--- src/rtl/axi_sdram_cmd_arbiter_if.sv ---
// AXI write/read address channels plus the unified SDRAM command port.
// The arbiter takes the slave view; the traffic source and SDRAM engine take the master view.
interface axi_sdram_cmd_arbiter_if;
  logic [3:0]  aw_id;
  logic [31:0] aw_addr;
  logic [3:0]  aw_len;
  logic [2:0]  aw_size;
  logic [1:0]  aw_burst;
  logic        aw_valid;
  logic        aw_ready;

  logic [3:0]  ar_id;
  logic [31:0] ar_addr;
  logic [3:0]  ar_len;
  logic [2:0]  ar_size;
  logic [1:0]  ar_burst;
  logic        ar_valid;
  logic        ar_ready;

  logic        cmd_valid;
  logic        cmd_ready;
  logic        cmd_write;
  logic [3:0]  cmd_id;
  logic [31:0] cmd_addr;
  logic [3:0]  cmd_len;
  logic [2:0]  cmd_size;
  logic [1:0]  cmd_burst;
  logic [11:0] cmd_bytes;
  logic        cmd_done;

  modport slave (
    input  aw_id, aw_addr, aw_len, aw_size, aw_burst, aw_valid,
    output aw_ready,
    input  ar_id, ar_addr, ar_len, ar_size, ar_burst, ar_valid,
    output ar_ready,
    output cmd_valid, cmd_write, cmd_id, cmd_addr, cmd_len, cmd_size, cmd_burst, cmd_bytes,
    input  cmd_ready, cmd_done
  );

  modport master (
    output aw_id, aw_addr, aw_len, aw_size, aw_burst, aw_valid,
    input  aw_ready,
    output ar_id, ar_addr, ar_len, ar_size, ar_burst, ar_valid,
    input  ar_ready,
    input  cmd_valid, cmd_write, cmd_id, cmd_addr, cmd_len, cmd_size, cmd_burst, cmd_bytes,
    output cmd_ready, cmd_done
  );
endinterface

--- src/rtl/axi_sdram_cmd_arbiter.sv ---
// Round-robin arbiter of AXI AW/AR onto one SDRAM command port, one transaction in flight.
// A grant latches the request, presents it until accepted, then waits for done or a timeout.
module axi_sdram_cmd_arbiter #(
  parameter int TIMEOUT = 1023
) (
  input  logic                      clock,
  input  logic                      reset,
  axi_sdram_cmd_arbiter_if.slave    bus,
  output logic                      timeout_err,
  output logic [15:0]               wr_grant_cnt,
  output logic [15:0]               rd_grant_cnt
);
  typedef enum logic [1:0] {IDLE, CMD, BUSY} state_t;

  typedef struct packed {
    logic [3:0]  id;
    logic [31:0] addr;
    logic [3:0]  len;
    logic [2:0]  size;
    logic [1:0]  burst;
  } req_t;

  localparam logic [9:0] TIMER_LAST = 10'(TIMEOUT - 1);

  state_t      state, state_nxt;
  logic        prio;
  logic [9:0]  timer;
  logic        grant_w, grant_r, expire;
  req_t        aw_req, ar_req, sel, cmd_q;
  logic        cmd_write_q;
  logic [4:0]  beats;
  logic [11:0] bytes_nxt, bytes_q;
  logic [15:0] wr_cnt, rd_cnt;

  assign aw_req = {bus.aw_id, bus.aw_addr, bus.aw_len, bus.aw_size, bus.aw_burst};
  assign ar_req = {bus.ar_id, bus.ar_addr, bus.ar_len, bus.ar_size, bus.ar_burst};

  always_comb begin
    state_nxt = state;
    grant_w   = 1'b0;
    grant_r   = 1'b0;
    expire    = 1'b0;
    case (state)
      IDLE: begin
        // prio = 0 favours read, 1 favours write; a lone request always wins
        grant_r = bus.ar_valid && (!bus.aw_valid || !prio);
        grant_w = bus.aw_valid && (!bus.ar_valid ||  prio);
        if (grant_r || grant_w) state_nxt = CMD;
      end
      CMD: begin
        if (bus.cmd_ready) state_nxt = BUSY;
      end
      BUSY: begin
        if (bus.cmd_done) begin
          state_nxt = IDLE;
        end else if (timer == TIMER_LAST) begin
          expire    = 1'b1;
          state_nxt = IDLE;
        end
      end
      default: state_nxt = IDLE;
    endcase
  end

  assign bus.aw_ready = reset && grant_w;
  assign bus.ar_ready = reset && grant_r;

  // Byte count is registered at grant time so it reads zero out of reset.
  assign sel       = grant_w ? aw_req : ar_req;
  assign beats     = {1'b0, sel.len} + 5'd1;
  assign bytes_nxt = {7'd0, beats} << sel.size;

  always_ff @(posedge clock) begin
    if (!reset) state <= IDLE;
    else        state <= state_nxt;
  end

  always_ff @(posedge clock) begin
    if (!reset) begin
      prio        <= 1'b0;
      timer       <= '0;
      timeout_err <= 1'b0;
      cmd_q       <= '0;
      cmd_write_q <= 1'b0;
      bytes_q     <= '0;
      wr_cnt      <= '0;
      rd_cnt      <= '0;
    end else begin
      timeout_err <= expire;
      timer       <= (state == BUSY) ? timer + 10'd1 : 10'd0;
      if (grant_w || grant_r) begin
        cmd_q       <= sel;
        cmd_write_q <= grant_w;
        bytes_q     <= bytes_nxt;
        prio        <= grant_r;
        if (grant_w) wr_cnt <= wr_cnt + 16'd1;
        else         rd_cnt <= rd_cnt + 16'd1;
      end
    end
  end

  assign bus.cmd_valid = (state == CMD);
  assign bus.cmd_write = cmd_write_q;
  assign bus.cmd_id    = cmd_q.id;
  assign bus.cmd_addr  = cmd_q.addr;
  assign bus.cmd_len   = cmd_q.len;
  assign bus.cmd_size  = cmd_q.size;
  assign bus.cmd_burst = cmd_q.burst;
  assign bus.cmd_bytes = bytes_q;

  assign wr_grant_cnt = wr_cnt;
  assign rd_grant_cnt = rd_cnt;
endmodule
--- src/flat_wrapper.sv ---
// flat-port wrapper written by rule: the top's interface ports become plain ports
module axi_sdram_cmd_arbiter_flat 
#(
  parameter int TIMEOUT = 1023
)
  (clock, reset, timeout_err, wr_grant_cnt, rd_grant_cnt, bus_aw_id, bus_aw_addr, bus_aw_len, bus_aw_size, bus_aw_burst, bus_aw_valid, bus_aw_ready, bus_ar_id, bus_ar_addr, bus_ar_len, bus_ar_size, bus_ar_burst, bus_ar_valid, bus_ar_ready, bus_cmd_valid, bus_cmd_write, bus_cmd_id, bus_cmd_addr, bus_cmd_len, bus_cmd_size, bus_cmd_burst, bus_cmd_bytes, bus_cmd_ready, bus_cmd_done);
  axi_sdram_cmd_arbiter_if bus_i ();
  input  logic clock;
  input  logic reset;
  output logic timeout_err;
  output logic [15:0] wr_grant_cnt;
  output logic [15:0] rd_grant_cnt;
  input wire logic [$bits(bus_i.aw_id)-1:0] bus_aw_id;
  input wire logic [$bits(bus_i.aw_addr)-1:0] bus_aw_addr;
  input wire logic [$bits(bus_i.aw_len)-1:0] bus_aw_len;
  input wire logic [$bits(bus_i.aw_size)-1:0] bus_aw_size;
  input wire logic [$bits(bus_i.aw_burst)-1:0] bus_aw_burst;
  input wire logic [$bits(bus_i.aw_valid)-1:0] bus_aw_valid;
  output wire logic [$bits(bus_i.aw_ready)-1:0] bus_aw_ready;
  input wire logic [$bits(bus_i.ar_id)-1:0] bus_ar_id;
  input wire logic [$bits(bus_i.ar_addr)-1:0] bus_ar_addr;
  input wire logic [$bits(bus_i.ar_len)-1:0] bus_ar_len;
  input wire logic [$bits(bus_i.ar_size)-1:0] bus_ar_size;
  input wire logic [$bits(bus_i.ar_burst)-1:0] bus_ar_burst;
  input wire logic [$bits(bus_i.ar_valid)-1:0] bus_ar_valid;
  output wire logic [$bits(bus_i.ar_ready)-1:0] bus_ar_ready;
  output wire logic [$bits(bus_i.cmd_valid)-1:0] bus_cmd_valid;
  output wire logic [$bits(bus_i.cmd_write)-1:0] bus_cmd_write;
  output wire logic [$bits(bus_i.cmd_id)-1:0] bus_cmd_id;
  output wire logic [$bits(bus_i.cmd_addr)-1:0] bus_cmd_addr;
  output wire logic [$bits(bus_i.cmd_len)-1:0] bus_cmd_len;
  output wire logic [$bits(bus_i.cmd_size)-1:0] bus_cmd_size;
  output wire logic [$bits(bus_i.cmd_burst)-1:0] bus_cmd_burst;
  output wire logic [$bits(bus_i.cmd_bytes)-1:0] bus_cmd_bytes;
  input wire logic [$bits(bus_i.cmd_ready)-1:0] bus_cmd_ready;
  input wire logic [$bits(bus_i.cmd_done)-1:0] bus_cmd_done;
  assign bus_i.aw_id = bus_aw_id;
  assign bus_i.aw_addr = bus_aw_addr;
  assign bus_i.aw_len = bus_aw_len;
  assign bus_i.aw_size = bus_aw_size;
  assign bus_i.aw_burst = bus_aw_burst;
  assign bus_i.aw_valid = bus_aw_valid;
  assign bus_aw_ready = bus_i.aw_ready;
  assign bus_i.ar_id = bus_ar_id;
  assign bus_i.ar_addr = bus_ar_addr;
  assign bus_i.ar_len = bus_ar_len;
  assign bus_i.ar_size = bus_ar_size;
  assign bus_i.ar_burst = bus_ar_burst;
  assign bus_i.ar_valid = bus_ar_valid;
  assign bus_ar_ready = bus_i.ar_ready;
  assign bus_cmd_valid = bus_i.cmd_valid;
  assign bus_cmd_write = bus_i.cmd_write;
  assign bus_cmd_id = bus_i.cmd_id;
  assign bus_cmd_addr = bus_i.cmd_addr;
  assign bus_cmd_len = bus_i.cmd_len;
  assign bus_cmd_size = bus_i.cmd_size;
  assign bus_cmd_burst = bus_i.cmd_burst;
  assign bus_cmd_bytes = bus_i.cmd_bytes;
  assign bus_i.cmd_ready = bus_cmd_ready;
  assign bus_i.cmd_done = bus_cmd_done;
  axi_sdram_cmd_arbiter #(.TIMEOUT(TIMEOUT)) u_core (.clock(clock), .reset(reset), .bus(bus_i), .timeout_err(timeout_err), .wr_grant_cnt(wr_grant_cnt), .rd_grant_cnt(rd_grant_cnt));
endmodule
--- config.mk ---
export PLATFORM = sky130hd
export DESIGN_NAME = axi_sdram_cmd_arbiter_flat
export DESIGN_NICKNAME = d
export VERILOG_FILES = /design/src/rtl/axi_sdram_cmd_arbiter_if.sv /design/src/rtl/axi_sdram_cmd_arbiter.sv /design/src/flat_wrapper.sv
export SDC_FILE = /design/constraint.sdc
export NUM_CORES = 1
export LEC_CHECK = 0
export ABC_AREA = 1
export BUFFER_PORTS_ARGS = -buffer_cell sky130_fd_sc_hd__buf_4
export CORE_MARGIN = 5
export CORE_UTILIZATION = 50
export CTS_BUF_LIST = sky130_fd_sc_hd__clkbuf_4
export DETAILED_ROUTE_END_ITERATION = 16
export PLACE_DENSITY = 0.83
export SYNTH_ARGS = -nofsm -noshare
export SYNTH_HDL_FRONTEND = slang
export SYNTH_SLANG_ARGS = --single-unit
export TNS_END_PERCENT = 1
--- constraint.sdc ---
create_clock -name clock -period 6.2 [get_ports clock]
set_clock_uncertainty 0.2 [all_clocks]
set_input_delay 0.31 -clock clock [delete_from_list [all_inputs] [get_ports clock]]
set_output_delay 0.31 -clock clock [all_outputs]
set_load 0.01 [all_outputs]
# ---- Yosys cells after proc, flatten, opt, wreduce, memory -nomap -nowiden
# Cells that the tools add are included.
dict set report word_totals {
  reg_bits 104
  inputBits 96
  wordCells 53
}
dict set report op_classes {
  n_mux 9
  n_shift 1
  bitwise_logic 3
  addsub 4
  n_reduce_logical 17
  eq_ne 6
}
# op n
set op_table {}
lappend op_table {{$mux W45} 1}
lappend op_table {{$add A16 B1 Y16 const B} 2}
lappend op_table {{$shl A5 B3 Y12} 1}
lappend op_table {{$add A10 B1 Y10 const B} 1}
lappend op_table {{$eq A10 B10 Y1 const B} 1}
lappend op_table {{$mux W2} 4}
lappend op_table {{$pmux W2 S3} 1}
lappend op_table {{$reduce_and A2 Y1} 3}
lappend op_table {{$add A4 B1 Y5 const B} 1}
lappend op_table {{$logic_and A1 B1 Y1} 4}
lappend op_table {{$logic_or A1 B1 Y1} 4}
lappend op_table {{$ne A2 B1 Y1 const B} 2}
lappend op_table {{$logic_not A1 Y1} 3}
lappend op_table {{$mux W1} 3}
lappend op_table {{$ne A3 B2 Y1 const B} 1}
lappend op_table {{$not A1 Y1} 3}
lappend op_table {{$reduce_and A3 Y1} 1}
lappend op_table {{$reduce_or A3 Y1} 1}
lappend op_table {{$eq A2 B1 Y1 const B} 1}
lappend op_table {{$eq A2 B2 Y1 const B} 1}
lappend op_table {{$logic_not A2 Y1} 1}

# ---- Depth between registers and ports, before layout
# Gate-level depths: netlist (run 1).
dict set report logic_depth {
  depth_word 7
  mapped_depth 15
  mapped_depth_nobuf 14
}

# ---- Worst setup path before layout (run 1)
# Ideal clock, no wire load.
dict set report synth_timing {
  path_type {register -> register}
  start {register u_core.state[0]}
  end {register u_core.bytes_q[7], in the netlist u_core.bus.cmd_bytes[7]}
  t_required_ns 5.868
  arrival_time_ns 1.712
  setup_time_ns 0.132
  setup_slack_ns 4.156
  synth_period_minus_slack_ns 2.044
  stages_incl_launch_ff 12
  path_buffers 1
  path_cell_list {dfxtp_1 > nor2_4 > nand3_4 > buf_6 > nand2_1 > nand2_1 > ha_1 > inv_1 > o21ai_1 > or2_1 > nand3_1 > a21oi_1}
}
# element line_no
set synth_rtl {}
lappend synth_rtl {{start: declaration} axi_sdram_cmd_arbiter.sv:25} ;# state_t state, state_nxt;
lappend synth_rtl {{start signal: assignment} axi_sdram_cmd_arbiter.sv:75} ;# else state <= state_nxt;
lappend synth_rtl {{end signal: assignment} axi_sdram_cmd_arbiter.sv:94} ;# bytes_q <= bytes_nxt;
lappend synth_rtl {{end: declaration} axi_sdram_cmd_arbiter.sv:32} ;# logic [11:0] bytes_nxt, bytes_q;

# ---- Worst setup path in the final report (run 1)
dict set report layout_timing {
  start {register u_core.state[0]}
  end {register u_core.bytes_q[7], in the netlist u_core.bus.cmd_bytes[7]}
}
dict set report layout_via {
  elab_chain_len 5
  word_cells_on_any_way 7
  cone_classes {1 x add/sub; 1 x shift; 3 x mux; 2 x reduce/logical}
}
# element line_no
set layout_rtl {}
lappend layout_rtl {{$logic_not A2 Y1 *} axi_sdram_cmd_arbiter.sv:43} ;# case (state)
lappend layout_rtl {{$mux W1} axi_sdram_cmd_arbiter.sv:43}
lappend layout_rtl {{$mux W45} axi_sdram_cmd_arbiter.sv:69} ;# assign sel = grant_w ? aw_req : ar_req;
lappend layout_rtl {{$add A4 B1 Y5} axi_sdram_cmd_arbiter.sv:70} ;# assign beats = {1'b0, sel.len} + 5'd1;
lappend layout_rtl {{$shl A5 B3 Y12} axi_sdram_cmd_arbiter.sv:71} ;# assign bytes_nxt = {7'd0, beats} << sel.size;
# Every way passes the cells marked *; elsewhere a longest branch is shown, timed or not.
# A chain may end at the register's enable or synchronous reset.

==> flow_summary.yaml, run 1 <==
status:
  status: "complete, no violations"
cts:
  clock_path_buffers: 2
  numCtsBuffers: 9
  clk_latency_ns: 0.43
  htree_levels: 3
  cts_tree: "built"
  cts_resized: 0
  clock_sinks: 104
  clk_pin_slew_ns: 0.14
  cts_root_buf: "clkbuf_4"
synthesis:
  yosysWarnings: 0
  yosys.area_share.simple_pct: 25.9
  syn_nets: 791
  synth_largest_area_cell: "dfxtp_1"
  synth.mux.area_fraction_pct: 0
  synth_top_family_by_area: "simple AND/OR/NAND/NOR gates"
  synth_top_area_share_pct: 42.3
  async_reset_ff_share_pct: 0
  synth_edf_count: 0
  ys_types: 44
  synth_fa_ha_area_share_pct: 1.27
  synth_compound_area_share_pct: 19.0
  ys_seq_elements: 104
  syn_area_um2: 4920
  ys_seq_area_share_pct: 42.3
  synthCells: 690
  avgSynthCellArea_um2: 7.13
  synth_area_leaders: "dfxtp_1, nand2_1, inv_1, o211ai_1, o21ai_0"
  synth_xor_area_share_pct: 0.891
  synthFlopType: "dfxtp_1"
grt:
  grt.met2_usage_pct: 42.5
  antenna_found_initial: 0
  grt_max_degree: 63
  gr-usage-met1_pct: 26.9
  grtUsageTotal_pct: 23.9
  grt_pass1_wl_mm: 22.9
  met3_usage_pct: 5.62
  busiest_layer: "met2"
  grt_remaining_overflow: 0
  grt_pass1_vias: 5156
sta:
  tns_ns: 0
  hold_viol: 0
  maxSlewViolCount: 0
  final.min_clock_period_ns: 3.28
  finalSetupViolCount: 0
  tightest_slew_ns: 0.900
  rsz0062_at_grt: "no"
  slew_headroom_pct: 39.9
  setup_ws_ns: 2.92
  fmax_mhz: 305
  timing.final.crit_share_pct: 52.8
  whs_ns: 0.0262
finish:
  area_growth_pct: 40.7
  n_antenna_cell: 0
  design_area_um2: 6920
  stdcell_count: 1038
  fin_util_pct: 71.4
  fin_nets: 1002
  drive_gt1_share_pct: 24.9
worst_setup_path:
  required_ns: 6.38
  cpMaxStageDelayCell: "nand3_2"
  crit_path_end_kind: "flip-flop"
  slowest_delay_ns: 0.72
  start_kind: "flip-flop"
  path_common_cell: "nand2_1"
  crit_fanout: 51
  path_class: "flip-flop to flip-flop"
  critPathArrivalTime_ns: 3.45
  critical_path.cell_chain: "nor2_4 > nand3_2 > nand2_2 > buf_4 > inv_2 > nor2_2 > nand2_1 > nand2_1 > inv_1 > a21oi_1"
die:
  die_y_um: 109
  rows: 36
  core_area_um2: 9680
  dieArea_um2: 11900
  die_w_um: 109
  io_pins: 190
  initial_core_util_pct: 50.8
routing:
  routed_wl_mm: 14.6
  drtIter0Drc: 295
  routed-via-count: 5399
  antenna_left: 0
  first_pass_iters: 5
  drc: 0
  vias_per_cell: 5.20
  wl_per_cell_um: 14.0
power:
  power.density_nw_per_um2: 224
  peakVddDrop_mv: 0.117
  leakage_nw: 3.30
  total_power_mw: 1.55
run:
  maxCapViolCount: 0
place:
  routabilityCongestion: 0.877
  dpl_cell_area_um2: 6390
  place_ws_ns: 2.98
  dp.cells: 983
  port_buffers: 189
  dpl.hpwl_mm: 10.1
worst_hold_path:
  hold_path_class: "primary input to flip-flop"
[flip-flops by register name, indices dropped and copies added, names as in the netlist, 2 cells and up]
signal,count
u_core.bus.cmd_addr,32
u_core.rd_grant_cnt,16
u_core.wr_grant_cnt,16
u_core.bus.cmd_bytes,12
u_core.timer,10
u_core.bus.cmd_id,4
u_core.bus.cmd_len,4
u_core.bus.cmd_size,3
u_core.bus.cmd_burst,2
u_core.state,2
[critical path: cells and delay by family, from the launching register on]
kind                   cells  cell delay (ns)
AND/OR/NAND/NOR            6             1.73
AO/OA/AOI/OAI              1             0.11
buffers and inverters      3             0.79
flip-flops                 1             0.40
[worst paths after layout]
path                            cells after the start  slack [ns]                              endpoint                            startpoint
worst max-delay path                               10        2.92  u_core.bus.cmd_bytes[7]$_SDFFE_PN0N_          u_core.state[0]$_SDFFE_PN0P_
worst min-delay path                                5        0.03  u_core.bus.cmd_addr[19]$_SDFFE_PN0N_                       bus_aw_addr[19]
worst max register to register                     10        2.92  u_core.bus.cmd_bytes[7]$_SDFFE_PN0N_          u_core.state[0]$_SDFFE_PN0P_
worst min register to register                      2        0.28  u_core.rd_grant_cnt[15]$_SDFFE_PN0P_  u_core.rd_grant_cnt[15]$_SDFFE_PN0P_
[what timing repair did]
item                      4_1_cts  5_1_grt
hold endpoints to repair       34        0
setup buffers                   0        0
hold buffers                   40        0
[cells by family after synthesis]
group / count (synthesis)
buf+inv: 135
simple gates: 281
flops: 104
compound gates: 160
xor+xnor: 5
fa+ha+maj: 5
[layer usage]
layer  up-vias  wire (um)
li1       2686          -
met1      2470       5630
met2       210       7480
met3        33       1090
met4         0        371
met5         -          0
[layout make-up]
| cell class | count | area, um2 |
|---|---|---|
| clock buffers | 11 | 82.6 |
| clock inverters | 4 | 46.3 |
| inverters | 104 | 390 |
| well taps | 133 | 166 |
| multi-input cells | 451 | 2310 |
| flip-flops and latches | 104 | 2080 |
| fillers | 738 | 2770 |
| repair buffers | 231 | 1830 |
[layout by cell type (no fill, tap or decap), types with 3 or more instances in the layout]
cell	count
o211ai_1	42
o21ai_0	62
nand4_1	8
o21a_1	4
dlygate4sd3_1	40
dfxtp_1	104
nor2_1	35
nor3_1	15
inv_2	4
ha_1	5
clkinv_1	3
nor2_2	3
inv_1	98
nand3_1	35
nor3b_1	4
nand2_1	161
a21oi_1	42
xnor2_1	3
clkbuf_4	11
buf_4	191
nand2_2	3
[synth_stat cells, types with 2 or more instances]
cell / number
or2_1: 2
nor2_1: 35
xor2_1: 2
a31oi_1: 2
dfxtp_1: 104
nand3_2: 2
buf_2: 5
o21ai_1: 2
o21a_1: 4
ha_1: 5
nand3_1: 35
nor2_2: 3
inv_2: 4
nand3b_1: 2
o211ai_1: 42
clkinv_1: 2
nor3_1: 15
nor4_1: 2
nor3b_1: 4
a21oi_1: 42
o21ai_0: 62
xnor2_1: 3
nand4_1: 8
clkbuf_1: 24
nand2_1: 161
inv_1: 98
nand2_2: 3
[report_power, final]
group / switching (mW) / leakage [nW] / internal (mW)
Combinational: 0.247 / 2.38 / 0.203
Clock: 0.204 / 0.0704 / 0.129
Sequential: 0.0404 / 0.851 / 0.727
Total: 0.492 / 3.30 / 1.06
Power figures use the tool's default switching activity.
==> inputs of run 2 (changes only) <==
Settings changed: ABC_AREA 1 to 0.
Clock period 6.2 ns to 3.2 ns, I/O delays scaled along.
==> flow_summary.yaml, run 2 <==
die:
  die_w_um: 109
  die_y_um: 109
  dieArea_um2: 11800
  rows: 36
  core_area_um2: 9640
  initial_core_util_pct: 50.3
  io_pins: 190
sta:
  fmax_mhz: 342
  slew_headroom_pct: 56.3
  rsz0062_at_grt: "no"
  hold_viol: 0
  final.min_clock_period_ns: 2.93
  tightest_slew_ns: 0.655
  finalSetupViolCount: 0
  maxSlewViolCount: 0
  tns_ns: 0
  setup_ws_ns: 0.273
  timing.final.crit_share_pct: 91.5
worst_setup_path:
  path_depth: 7
  critPathArrivalTime_ns: 3.14
  reg2reg_slack_ns: 0.27
  crit_family: "buffers and inverters"
  crit_path_end_kind: "flip-flop"
  path_class: "flip-flop to flip-flop"
  path_common_cell: "nor2_1"
  slowest_delay_ns: 0.60
  reg2reg_to: "u_core.bus.cmd_burst[1]$_SDFFE_PN0N_"
  critical_path.cell_chain: "buf_4 > nor2_1 > o21a_2 > buf_12 > nor2_1 > a311oi_1 > dlygate4sd3_1"
  ff2ff_path_depth: 7
  cpMaxStageDelayCell: "dlygate4sd3_1"
  start_kind: "flip-flop"
  required_ns: 3.41
  crit_fanout: 48
  crit-reg2reg-launch: "u_core.state[0]$_SDFFE_PN0P_"
  path_buf_inv: 3
place:
  port_buffers: 189
  routabilityCongestion: 0.880
  dpl_cell_area_um2: 6380
  dp.cells: 898
  dpl.hpwl_mm: 10.9
  place_ws_ns: 0.435
cts:
  cts_resized: 0
  clock_path_buffers: 2
  htree_levels: 3
  cts_root_buf: "clkbuf_4"
  cts_tree: "built"
  clk_pin_slew_ns: 0.17
  clock_sinks: 104
  numCtsBuffers: 9
  clk_latency_ns: 0.48
worst_hold_path:
  hold_path_class: "primary input to flip-flop"
  hold-path-endpoint: "u_core.bus.cmd_bytes[0]$_SDFFE_PN0N_"
  holdPathStages: 5
  hold_start: "bus_ar_size[2]"
status:
  status: "complete, no violations"
synthesis:
  ys_seq_elements: 104
  synth.mux.area_fraction_pct: 0.438
  synth_edf_count: 0
  synthFlopType: "dfxtp_1"
  synthCells: 606
  synth_area_leaders: "dfxtp_1, nand2_1, nor2_1, a311oi_1, xor2_1"
  async_reset_ff_share_pct: 0
  yosys.area_share.simple_pct: 29.2
  ys_types: 55
  synth_top_family_by_area: "simple AND/OR/NAND/NOR gates"
  synth_most_common_cell: "nand2_1"
  synthTopCellsByCount: "nand2_1, dfxtp_1, nor2_1"
  yosysWarnings: 0
  synth_compound_area_share_pct: 15.8
  synth_xor_area_share_pct: 6.32
  synth_top_area_share_pct: 42.9
  synth_largest_area_cell: "dfxtp_1"
  avgSynthCellArea_um2: 8.01
  synth_fa_ha_area_share_pct: 1.29
  syn_area_um2: 4850
  syn_nets: 707
  ys_seq_area_share_pct: 42.9
finish:
  regArea_um2: 2080
  layout_commonest_cell: "buf_4"
  multi_input_area_um2: 2580
  design_area_um2: 7450
  drive_gt1_share_pct: 26.0
  area_growth_pct: 53.6
  stdcell_count: 1009
  largest_register_ffs: 32
  mostFrequentLayoutCells: "buf_4, nand2_1, dfxtp_1"
  fillCellCount: 667
  n_antenna_cell: 0
  fin_nets: 972
routing:
  wl_met3_mm: 1.77
  antenna_left: 0
  highest_layer: "met4"
  drc: 0
  dr_wl_met2_mm: 8.70
  first_pass_iters: 5
  routed_wl_mm: 18.3
  routed-via-count: 5747
  wl_per_cell_um: 18.1
  drtIter0Drc: 471
  m1WireLength_mm: 6.78
  vias_per_cell: 5.70
run:
  maxCapViolCount: 0
power:
  peakVddDrop_mv: 0.243
  leakage_nw: 3.29
  power.density_nw_per_um2: 400
grt:
  grt_max_degree: 52
  antenna_found_initial: 0
  grtUsageTotal_pct: 30.6
  grt_pass1_wl_mm: 28.7
  grt_pass1_vias: 5763
  grt_remaining_overflow: 0
-- run 2: final cells by class --
type                    instances  share of cell area (%)
flip-flops and latches        104                    27.9
well taps                     133                    2.23
clock buffers                  10                    1.01
multi-input cells             455                    34.6
clock inverters                 6                   0.671
repair buffers                298                    33.4
inverters                       3                   0.151
-- run 2: worst max path at each step --
stage,slack (ns),endpoint,startpoint
after detailed placement,0.43,u_core.bus.cmd_bytes[3]$_SDFFE_PN0N_,u_core.state[0]$_SDFFE_PN0P_
after floorplan,0.09,u_core.bus.cmd_bytes[7]$_SDFFE_PN0N_,u_core.state[0]$_SDFFE_PN0P_
after global placement,0.51,u_core.bus.cmd_bytes[7]$_SDFFE_PN0N_,u_core.state[0]$_SDFFE_PN0P_
after CTS,0.40,u_core.bus.cmd_bytes[7]$_SDFFE_PN0N_,u_core.state[0]$_SDFFE_PN0P_
final,0.27,u_core.bus.cmd_burst[1]$_SDFFE_PN0N_,u_core.state[0]$_SDFFE_PN0P_
after global routing,0.15,u_core.bus.cmd_burst[1]$_SDFFE_PN0N_,u_core.state[0]$_SDFFE_PN0P_
-- run 2: per-stage QoR --
step                      utilization, %  total power, mW  hold slack [ns]
after floorplan                        -             1.82           0.0385
after global placement              66.2             2.14            0.167
after detailed placement            66.2             2.15            0.176
after CTS                           77.3             2.93          0.00287
after global routing                77.3             3.11           0.0305
final                               77.3             2.98           0.0172
-- run 2: metal layers --
layer | global-route usage (%) | vias up
met5 | 0 | -
met4 | 18.9 | 0
met3 | 7.70 | 84
met2 | 51.7 | 317
met1 | 34.6 | 2693
li1 | - | 2653
-- run 2: cell families (layout without fill, tap and decap cells) --
| kind of cell | Yosys count | count (layout) |
|---|---|---|
| AND/OR/NAND/NOR | 310 | 310 |
| adder cells (fa/ha/maj) | 5 | 5 |
| multiplexers | 2 | 2 |
| XOR/XNOR | 35 | 35 |
| flip-flops | 104 | 104 |
| buffers and inverters | 47 | 317 |
| AO/OA/AOI/OAI | 103 | 103 |
-- run 2: power by group --
group,total (mW),switching [mW],internal (mW)
Clock,0.660,0.479,0.182
Combinational,0.875,0.435,0.440
Sequential,1.44,0.0603,1.38
Total,2.98,0.974,2.00
-- run 2: timing repair --
| item | 4_1_cts | 5_1_grt |
|---|---|---|
| hold buffers | 95 | 0 |
| hold endpoints to repair | 58 | 0 |
| setup buffers | 0 | 0 |
-- run 2: worst register-to-register path, cell delays in order, from the launching register on --
cell and delay (ns):
dfxtp_1 0.34, buf_4 0.16, nor2_1 0.20, o21a_2 0.57, buf_12 0.32, nor2_1 0.12, a311oi_1 0.36, dlygate4sd3_1 0.60
